File: src/rtl/vram_arbiter_if.sv
// Bus bundle between the VRAM arbiter, its two requesters (VGA fetch, CPU data port) and the VRAM macro.
// The arbiter takes the slave view; the requester/RAM side takes the master view.
interface vram_arbiter_if #(
    parameter int ADDR_W = 13,
    parameter int DATA_W = 32
);
    localparam int BE_W = DATA_W / 8;

    logic              vga_req;
    logic [ADDR_W-1:0] vga_addr;
    logic              vga_gnt;
    logic [DATA_W-1:0] vga_rdata;
    logic              vga_rvalid;

    logic              cpu_req;
    logic              cpu_we;
    logic [ADDR_W-1:0] cpu_addr;
    logic [DATA_W-1:0] cpu_wdata;
    logic [BE_W-1:0]   cpu_be;
    logic              cpu_gnt;
    logic [DATA_W-1:0] cpu_rdata;
    logic              cpu_rvalid;

    logic [ADDR_W-1:0] mem_addr;
    logic              mem_we;
    logic [BE_W-1:0]   mem_be;
    logic [DATA_W-1:0] mem_wdata;
    logic [DATA_W-1:0] mem_rdata;

    modport slave (
        input  vga_req, vga_addr,
        output vga_gnt, vga_rdata, vga_rvalid,
        input  cpu_req, cpu_we, cpu_addr, cpu_wdata, cpu_be,
        output cpu_gnt, cpu_rdata, cpu_rvalid,
        output mem_addr, mem_we, mem_be, mem_wdata,
        input  mem_rdata
    );

    modport master (
        output vga_req, vga_addr,
        input  vga_gnt, vga_rdata, vga_rvalid,
        output cpu_req, cpu_we, cpu_addr, cpu_wdata, cpu_be,
        input  cpu_gnt, cpu_rdata, cpu_rvalid,
        input  mem_addr, mem_we, mem_be, mem_wdata,
        output mem_rdata
    );
endinterface

File: src/rtl/vram_arbiter.sv
// Single-port VRAM arbiter: VGA scanout has priority, a wait counter lets a starving CPU win one cycle.
// Define VRAM_WBUF_EN to add a single-entry posted write buffer on the CPU path.
module vram_arbiter #(
    parameter int ADDR_W       = 13,
    parameter int DATA_W       = 32,
    parameter int STARVE_LIMIT = 8
) (
    input logic           clk,
    input logic           reset_n,
    vram_arbiter_if.slave bus
);
    localparam int BE_W = DATA_W / 8;

    typedef enum logic [1:0] {
        OWN_NONE,
        OWN_VGA,
        OWN_CPU,
        OWN_BUF
    } owner_e;

    owner_e     owner;
    owner_e     rd_owner_q, rd_owner_d;
    logic [7:0] wait_q, wait_d;
    logic       starve;
    logic       cpu_pend;
    logic       cpu_gnt;

`ifdef VRAM_WBUF_EN
    logic              buf_full_q, buf_full_d;
    logic [ADDR_W-1:0] buf_addr_q, buf_addr_d;
    logic [DATA_W-1:0] buf_data_q, buf_data_d;
    logic [BE_W-1:0]   buf_be_q, buf_be_d;
    logic              buf_hit;
    logic              read_ok;
    logic              wr_gnt;
`endif

    assign starve = (wait_q >= 8'(STARVE_LIMIT));

    // NOTE: every output of a combinational block gets a default first, so no path can infer a latch.
    always_comb begin : arbitrate
        owner   = OWN_NONE;
        cpu_gnt = 1'b0;
`ifdef VRAM_WBUF_EN
        // A read of the buffered address must wait for the drain, or it would see stale VRAM.
        buf_hit  = buf_full_q && (bus.cpu_addr == buf_addr_q);
        read_ok  = bus.cpu_req && !bus.cpu_we && !buf_hit;
        wr_gnt   = reset_n && bus.cpu_req && bus.cpu_we && !buf_full_q;
        cpu_pend = buf_full_q || read_ok;
        if (reset_n) begin
            if (starve && buf_full_q)  owner = OWN_BUF;
            else if (starve && read_ok) owner = OWN_CPU;
            else if (bus.vga_req)       owner = OWN_VGA;
            else if (buf_full_q)        owner = OWN_BUF;
            else if (read_ok)           owner = OWN_CPU;
        end
        cpu_gnt = (owner == OWN_CPU) || wr_gnt;
`else
        cpu_pend = bus.cpu_req;
        if (reset_n) begin
            if (starve && bus.cpu_req) owner = OWN_CPU;
            else if (bus.vga_req)      owner = OWN_VGA;
            else if (bus.cpu_req)      owner = OWN_CPU;
        end
        cpu_gnt = (owner == OWN_CPU);
`endif
    end

    always_comb begin : next_state
        wait_d = wait_q;
        if (!cpu_pend || owner == OWN_CPU || owner == OWN_BUF) begin
            wait_d = '0;
        end else if (wait_q != 8'hFF) begin
            wait_d = wait_q + 8'd1;
        end

        rd_owner_d = OWN_NONE;
        if (owner == OWN_VGA || (owner == OWN_CPU && !bus.cpu_we)) begin
            rd_owner_d = owner;
        end

`ifdef VRAM_WBUF_EN
        buf_full_d = buf_full_q;
        buf_addr_d = buf_addr_q;
        buf_data_d = buf_data_q;
        buf_be_d   = buf_be_q;
        if (owner == OWN_BUF) begin
            buf_full_d = 1'b0;
        end
        if (wr_gnt) begin
            buf_full_d = 1'b1;
            buf_addr_d = bus.cpu_addr;
            buf_data_d = bus.cpu_wdata;
            buf_be_d   = bus.cpu_be;
        end
`endif
    end

    always_comb begin : port_mux
        bus.mem_addr  = '0;
        bus.mem_we    = 1'b0;
        bus.mem_be    = '0;
        bus.mem_wdata = '0;
        case (owner)
            OWN_VGA: begin
                bus.mem_addr = bus.vga_addr;
            end
            OWN_CPU: begin
                bus.mem_addr = bus.cpu_addr;
                if (bus.cpu_we) begin
                    bus.mem_we    = 1'b1;
                    bus.mem_be    = bus.cpu_be;
                    bus.mem_wdata = bus.cpu_wdata;
                end
            end
`ifdef VRAM_WBUF_EN
            OWN_BUF: begin
                bus.mem_addr  = buf_addr_q;
                bus.mem_we    = 1'b1;
                bus.mem_be    = buf_be_q;
                bus.mem_wdata = buf_data_q;
            end
`endif
            default: ;
        endcase
    end

    // NOTE: state registers use non-blocking assignments so every flop samples pre-edge values.
    always_ff @(posedge clk) begin
        if (!reset_n) begin
            rd_owner_q <= OWN_NONE;
            wait_q     <= '0;
`ifdef VRAM_WBUF_EN
            buf_full_q <= 1'b0;
`endif
        end else begin
            rd_owner_q <= rd_owner_d;
            wait_q     <= wait_d;
`ifdef VRAM_WBUF_EN
            buf_full_q <= buf_full_d;
`endif
        end
    end

`ifdef VRAM_WBUF_EN
    // NOTE: the buffer payload is deliberately left unreset; buf_full_q alone says whether it is meaningful.
    always_ff @(posedge clk) begin
        buf_addr_q <= buf_addr_d;
        buf_data_q <= buf_data_d;
        buf_be_q   <= buf_be_d;
    end
`endif

    // Gating with reset_n drops a read return that is in flight when reset arrives.
    assign bus.vga_gnt    = (owner == OWN_VGA);
    assign bus.cpu_gnt    = cpu_gnt;
    assign bus.vga_rvalid = reset_n && (rd_owner_q == OWN_VGA);
    assign bus.cpu_rvalid = reset_n && (rd_owner_q == OWN_CPU);
    assign bus.vga_rdata  = bus.vga_rvalid ? bus.mem_rdata : '0;
    assign bus.cpu_rdata  = bus.cpu_rvalid ? bus.mem_rdata : '0;

endmodule

File: src/flat_wrapper.sv
// flat-port wrapper written by rule: the top's interface ports become plain ports
module vram_arbiter_flat 
#(
    parameter int ADDR_W       = 13,
    parameter int DATA_W       = 32,
    parameter int STARVE_LIMIT = 8
)
  (clk, reset_n, bus_vga_req, bus_vga_addr, bus_vga_gnt, bus_vga_rdata, bus_vga_rvalid, bus_cpu_req, bus_cpu_we, bus_cpu_addr, bus_cpu_wdata, bus_cpu_be, bus_cpu_gnt, bus_cpu_rdata, bus_cpu_rvalid, bus_mem_addr, bus_mem_we, bus_mem_be, bus_mem_wdata, bus_mem_rdata);
  vram_arbiter_if #(.ADDR_W(ADDR_W), .DATA_W(DATA_W)) bus_i ();
  input logic clk;
  input logic reset_n;
  input wire logic [$bits(bus_i.vga_req)-1:0] bus_vga_req;
  input wire logic [$bits(bus_i.vga_addr)-1:0] bus_vga_addr;
  output wire logic [$bits(bus_i.vga_gnt)-1:0] bus_vga_gnt;
  output wire logic [$bits(bus_i.vga_rdata)-1:0] bus_vga_rdata;
  output wire logic [$bits(bus_i.vga_rvalid)-1:0] bus_vga_rvalid;
  input wire logic [$bits(bus_i.cpu_req)-1:0] bus_cpu_req;
  input wire logic [$bits(bus_i.cpu_we)-1:0] bus_cpu_we;
  input wire logic [$bits(bus_i.cpu_addr)-1:0] bus_cpu_addr;
  input wire logic [$bits(bus_i.cpu_wdata)-1:0] bus_cpu_wdata;
  input wire logic [$bits(bus_i.cpu_be)-1:0] bus_cpu_be;
  output wire logic [$bits(bus_i.cpu_gnt)-1:0] bus_cpu_gnt;
  output wire logic [$bits(bus_i.cpu_rdata)-1:0] bus_cpu_rdata;
  output wire logic [$bits(bus_i.cpu_rvalid)-1:0] bus_cpu_rvalid;
  output wire logic [$bits(bus_i.mem_addr)-1:0] bus_mem_addr;
  output wire logic [$bits(bus_i.mem_we)-1:0] bus_mem_we;
  output wire logic [$bits(bus_i.mem_be)-1:0] bus_mem_be;
  output wire logic [$bits(bus_i.mem_wdata)-1:0] bus_mem_wdata;
  input wire logic [$bits(bus_i.mem_rdata)-1:0] bus_mem_rdata;
  assign bus_i.vga_req = bus_vga_req;
  assign bus_i.vga_addr = bus_vga_addr;
  assign bus_vga_gnt = bus_i.vga_gnt;
  assign bus_vga_rdata = bus_i.vga_rdata;
  assign bus_vga_rvalid = bus_i.vga_rvalid;
  assign bus_i.cpu_req = bus_cpu_req;
  assign bus_i.cpu_we = bus_cpu_we;
  assign bus_i.cpu_addr = bus_cpu_addr;
  assign bus_i.cpu_wdata = bus_cpu_wdata;
  assign bus_i.cpu_be = bus_cpu_be;
  assign bus_cpu_gnt = bus_i.cpu_gnt;
  assign bus_cpu_rdata = bus_i.cpu_rdata;
  assign bus_cpu_rvalid = bus_i.cpu_rvalid;
  assign bus_mem_addr = bus_i.mem_addr;
  assign bus_mem_we = bus_i.mem_we;
  assign bus_mem_be = bus_i.mem_be;
  assign bus_mem_wdata = bus_i.mem_wdata;
  assign bus_i.mem_rdata = bus_mem_rdata;
  vram_arbiter #(.ADDR_W(ADDR_W), .DATA_W(DATA_W), .STARVE_LIMIT(STARVE_LIMIT)) u_core (.clk(clk), .reset_n(reset_n), .bus(bus_i));
endmodule
File: config.mk
export PLATFORM = sky130hd
export DESIGN_NAME = vram_arbiter_flat
export DESIGN_NICKNAME = d
export VERILOG_FILES = /design/src/rtl/vram_arbiter_if.sv /design/src/rtl/vram_arbiter.sv /design/src/flat_wrapper.sv
export SDC_FILE = /design/constraint.sdc
export NUM_CORES = 1
export LEC_CHECK = 0
export ABC_CLOCK_PERIOD_IN_PS = 4500
export BUFFER_PORTS_ARGS = -buffer_cell sky130_fd_sc_hd__buf_2
export CAP_MARGIN = 20
export CORE_AREA = 8 8 79 81
export DETAILED_ROUTE_END_ITERATION = 7
export DIE_AREA = 0 0 87 89
export GPL_ROUTABILITY_DRIVEN = 1
export PLACE_DENSITY_LB_ADDON = 0.25
export SLEW_MARGIN = 20
export SYNTH_ARGS = -nofsm -noshare
export SYNTH_HDL_FRONTEND = slang
export SYNTH_SLANG_ARGS = --single-unit
File: constraint.sdc
create_clock -name clk -period 4.5 [get_ports clk]
set_input_delay 0.675 -clock clk [delete_from_list [all_inputs] [get_ports clk]]
set_output_delay 0.675 -clock clk [all_outputs]
set_load 0.005 [all_outputs]
==> flow_summary.toml, run 1 <==
[cells_and_area]
nNetsFinal = 519
instances_no_fill = 483
num_antenna_cells = 0
syn2layout_area_growth_pct = 79.1
fill_cells = 515
drive_gt1_share_pct = 54.7

[pwr]
powerDensity_nw_per_um2 = 110
leakage_nw = 1.76
vdd_ir_drop_max_uv = 82.5

[critical_path]
path_cells = "nor3_1 -> nand2_1 -> a21oi_1 -> ha_1 -> a22oi_1 -> nor2_1 -> buf_2"
max_stage_delay_ps = 550
cp-start-kind = "flop"
path_max_fanout = 15
crit_slowest_cell = "ha_1"
end_kind = "output port"
crit_type = "flop to output port"
arrival_ps = 2160
worstPathRequired_ps = 3830

[run_status]
status = "finished clean"

[clocking]
cts_hold_buf = 0
h-tree-depth = 1
cts_setup_buffers = 0
cts_tree = "yes"
numClockSinks = 10
clk_pin_slew_worst_paths_ps = 50
clk_path_buf_depth = 2
cts_resized = 0
cts_root_buf = "clkbuf_8"
clkLatencyLatePin_ps = 240
cts_buffers = 3

[logic_synthesis]
syn_area_um2 = 1440
synth.top_cell.area_share_pct = 28.3
yosysWarnings = 0
yosys-top-cells-area = "and2_1, and3_1, dfxtp_1, a22oi_1, nor2_1"
syn_inst = 211
syn_area_per_cell_um2 = 6.81
synth_cell_type_count = 32
yosysTopAreaCell = "and2_1"
yosys_register_bits = 10
synth_nets = 315
seq_area_frac_synth_pct = 13.9

[timing]
period_share_pct = 62.9
whs_ps = 530
hold_viol = 0
tightestPinTransition_ps = 845
clock.fmax_ghz = 0.353
setup_tns_ps = 0
slew_headroom_pct = 43.7
finalMaxSlewViolations = 0
fin_crit_ps = 2830
report.final.setup_viol = 0
clock-skew-final_ps = 2.05
rsz0062_at_grt = "false"

[global_routing]
grt_use_total_pct = 16.4
grt_pass1_wl_mm = 10.4
overflow = 0
grt_pass1_vias = 2195
grt_max_degree = 54
antenna_found_initial = 0

[placed_design]
place_congestion = 0.833
dp.cells = 480
portBuffers = 216
hpwl_mm = 6.21

[floorplanning]
dieArea_um2 = 7740
ios = 217
die_h_um = 89
core_area_um2 = 4980
die_w_um = 87
placementRows = 26
start_util_pct = 28.9

[route]
ant_nets = 0
first_pass_iters = 4
drc = 0
num_vias = 2236
drtIter0Drc = 35
wl_mm = 7.29
viasPerCell = 4.63
wl_per_cell_um = 15.1

[worst_hold_path]
hold_class = "flop to flop"

[run]
maxCapViolCount = 0
path summary, 6_finish.rpt:
kind / start / endpoint / slack (ps) / depth (start not counted)
worst max-delay path: u_core.wait_q[4] / bus_mem_addr[10] / 1670 / 7
worst min-delay path: u_core.wait_q[2] / u_core.wait_q[2] / 530 / 1
worst max register to register: u_core.wait_q[4] / u_core.wait_q[7] / 2320 / 8
worst min register to register: u_core.wait_q[2] / u_core.wait_q[2] / 530 / 1
metrics by stage:
step | power [mW] | setup WS, ps | utilization (%) | instance area [um2]
floorplan | 0.130 | 2070 | - | 1440
global placement | 0.190 | 1770 | 50.9 | 2530
detailed placement | 0.193 | 1710 | 50.9 | 2530
CTS | 0.286 | 1670 | 51.7 | 2570
global route | 0.299 | 1420 | 51.7 | 2570
finish | 0.283 | 1670 | 51.7 | 2570
flip-flops by register name, indices dropped and copies added (netlist names):
| signal | flops |
|---|---|
| u_core.wait_q | 8 |
| u_core.rd_owner_q | 2 |
power breakdown:
part	total, mW	internal (mW)	leakage, nW	switching [mW]
Sequential	0.0916	0.0903	0.0809	0.00136
Clock	0.0924	0.0585	0.0216	0.0339
Combinational	0.0989	0.0531	1.66	0.0458
Yosys cell counts, drive strengths merged:
master / number
nor3b: 1
nand3: 3
nand4: 2
nor3: 3
a31oi: 4
dfxtp: 10
ha: 5
o21ai: 2
a21o: 1
or3: 1
and3b: 1
a22oi: 13
o311a: 1
and3: 37
a21oi: 5
buf: 5
and2: 65
nor2: 17
mux2i: 1
and4bb: 1
clkbuf: 14
inv: 4
a211oi: 2
nand2: 8
a31o: 2
and4: 3
kinds of logic (layout without fill, tap and decap cells):
family	count (synthesis)	after routing	share of synthesized area (%)
buf+inv	23	225	7.23
compound gates	30	30	14.5
fa+ha+maj	5	5	4.36
mux	1	1	0.697
flops	10	10	13.9
simple gates	142	142	59.3
cell type report:
class                      instances  area [um2]  area share [%]
inverter                           4        15.0           0.584
multi-input combinational        178        1130            44.0
timing repair buffer             218        1100            42.6
clock buffer                       3        41.3            1.61
sequential                        10         200            7.78
tap                               70        87.6            3.40
layer usage:
| metal | share of wire (%) | routed length, um | global-route usage [%] |
|---|---|---|---|
| met1 | 34 | 2500 | 15.3 |
| met2 | 50 | 3670 | 31.6 |
| met3 | 14 | 1050 | 7.26 |
| met4 | 0.84 | 61 | 4.54 |
| met5 | 0 | 0 | 0 |
layout by cell type, fill, tap and decap left out, types with 3 or more instances in the layout:
cell and n:
a31oi_1 4, ha_1 5, inv_1 4, buf_2 216, and2_1 65, a22oi_1 13
a21oi_1 5, nand2_1 8, nor2_1 17, and3_1 37, dfxtp_1 10, clkbuf_8 3
nand3_1 3
critical path, delay by kind of cell, from the launching register on:
kind                       cells  cell delay [ps]
adders and majority gates      1              550
DFF                            1              360
AOI/OAI and AO/OA              2              350
buffers and inverters          1              130
and+or+nand+nor                3              520
Power figures use the tool's default switching activity.
==> run 2: changes to the inputs <==
Settings changed: ABC_CLOCK_PERIOD_IN_PS 4500 to 2700, CORE_AREA 8 8 79 81 to default, CORE_MARGIN from default to 8, CORE_UTILIZATION from default to 30, DIE_AREA 0 0 87 89 to default.
Clock period 4.5 ns to 2.7 ns, I/O delays scaled along.
==> run 2 against run 1 <==
  * Final cell count shrank 2.9%
  * Clock power grew 110%
  * Hold slack got worse by 110 ps
  * Non-clock buffer count grew 1
  * Clock skew is 1.4 ps lower
  * Critical path depth is 1 higher
  * Utilization rose by 4.0 points
  * Register-to-register slack got worse by 1600 ps
  * Via count decreased by 0.89%
  * Count of clock-buffer cells in the layout increased by 1
  * Critical endpoint is now bus_mem_addr[3]
  * Largest cell class unchanged
==> flow_summary.toml, run 2 (synthesis gave the netlist of run 1 again) <==
[run_status]
status = "finished clean"

[clocking]
cts_buffers = 3
clk_pin_slew_worst_paths_ps = 50
cts_root_buf = "clkbuf_8"
cts_tree = "yes"
clk_path_buf_depth = 2
cts_hold_buf = 0
cts_setup_buffers = 0
numClockSinks = 10
h-tree-depth = 1
clkLatencyLatePin_ps = 240

[placed_design]
dp.cells = 465
place_ws_ps = 462
portBuffers = 216
hpwl_mm = 6.20
placed_area_um2 = 2530
place_congestion = 0.798

[critical_path]
max_stage_delay_ps = 360
worstPathRequired_ps = 2300
path_max_fanout = 48
crit_family = "simple AND/OR/NAND/NOR gates"
arrival_ps = 2030
path_cells = "nor3_2 -> nand2_1 -> a21o_1 -> ha_1 -> buf_12 -> a22oi_1 -> nor2_1 -> buf_2"
end_kind = "output port"
crit_type = "flop to output port"
crit_slowest_cell = "dfxtp_1"
path_buf_inv = 2
cp-start-kind = "flop"

[cells_and_area]
utilization_pct = 55.7
num_antenna_cells = 0
top_regs = "u_core.wait_q (8), u_core.rd_owner_q (2)"
instances_no_fill = 469
syn2layout_area_growth_pct = 80.6
largest-register = "u_core.wait_q"
final_common_cell = "buf_2"
final_cell_mix = "buf_2, and2_1, and3_1, nor2_1, a22oi_1"
drive_gt1_share_pct = 55.4
nNetsFinal = 520
final_cell_area_um2 = 2590
largest_register_ffs = 8
fill_cells = 457

[timing]
setup_tns_ps = 0
fin_crit_ps = 2430
slew_headroom_pct = 69.1
tightestPinTransition_ps = 464
finalMaxSlewViolations = 0
hold_viol = 0
setup_slack_ps = 267
report.final.setup_viol = 0
period_share_pct = 90.1
rsz0062_at_grt = "false"
clock.fmax_ghz = 0.411
whs_ps = 424
clock-skew-final_ps = 0.629

[route]
viasPerCell = 4.72
first_pass_iters = 4
num_vias = 2216
ant_nets = 0
drtIter0Drc = 64
drc = 0
wl_per_cell_um = 15.5
wl_mm = 7.28

[pwr]
powerDensity_nw_per_um2 = 196
total_power_mw = 0.508
leakage_nw = 1.77
vdd_ir_drop_max_uv = 122

[global_routing]
grt_use_total_pct = 17.8
overflow = 0
grt_pass1_wl_mm = 10.6
grt_max_degree = 49
grt_pass1_vias = 2093
antenna_found_initial = 0

[floorplanning]
dieArea_um2 = 7260
ios = 217
die_h_um = 85.2
start_util_pct = 30.8
core_area_um2 = 4660
placementRows = 25
die_w_um = 85.2

[worst_hold_path]
hold_class = "input pin to flop"

[run]
maxCapViolCount = 0
## run 2: cell count changes in the layout (fill, tap and decap cells not counted), sizes merged
cell / previous run / this run
clkbuf: 3 / 4
buf: 218 / 219
## run 2: power breakdown
part           internal, mW  switching (mW)  leakage (nW)
logic                0.0907          0.0752          1.66
registers             0.150         0.00219        0.0809
clock network         0.128          0.0618        0.0288
total                 0.369           0.139          1.77
## run 2: layout make-up
| type | count | area [um2] | area share (%) |
|---|---|---|---|
| Clock buffer | 4 | 55.1 | 2.12 |
| Inverter | 4 | 15.0 | 0.579 |
| Multi-Input combinational cell | 178 | 1140 | 43.9 |
| Sequential cell | 10 | 200 | 7.72 |
| Tap cell | 54 | 67.6 | 2.60 |
| Timing Repair Buffer | 219 | 1120 | 43.0 |
## run 2: timing repair
action                                  CTS  global route
endpoints found under the hold margin     0             0
resized for setup                         0             2
endpoints found under the setup margin    0            13
## run 2: path summary, 6_finish.rpt
| kind | startpoint | endpoint | slack [ps] | cells after the start |
|---|---|---|---|---|
| setup / recovery | u_core.wait_q[4] | bus_mem_addr[3] | 270 | 8 |
| hold / removal | bus_cpu_req | u_core.rd_owner_q[0] | 420 | 2 |
| setup reg to reg | u_core.wait_q[4] | u_core.wait_q[4] | 760 | 7 |
| hold reg to reg | u_core.wait_q[2] | u_core.wait_q[2] | 530 | 1 |
## run 2: per-layer routing
layer  vias up  global-route usage, %  part of all wire, %
li1       1134                      -                    -
met1       935                   17.5                   38
met2       141                   32.3                   48
met3         6                   8.88                   13
met4         0                   4.53                  1.0
met5         -                      0                    0
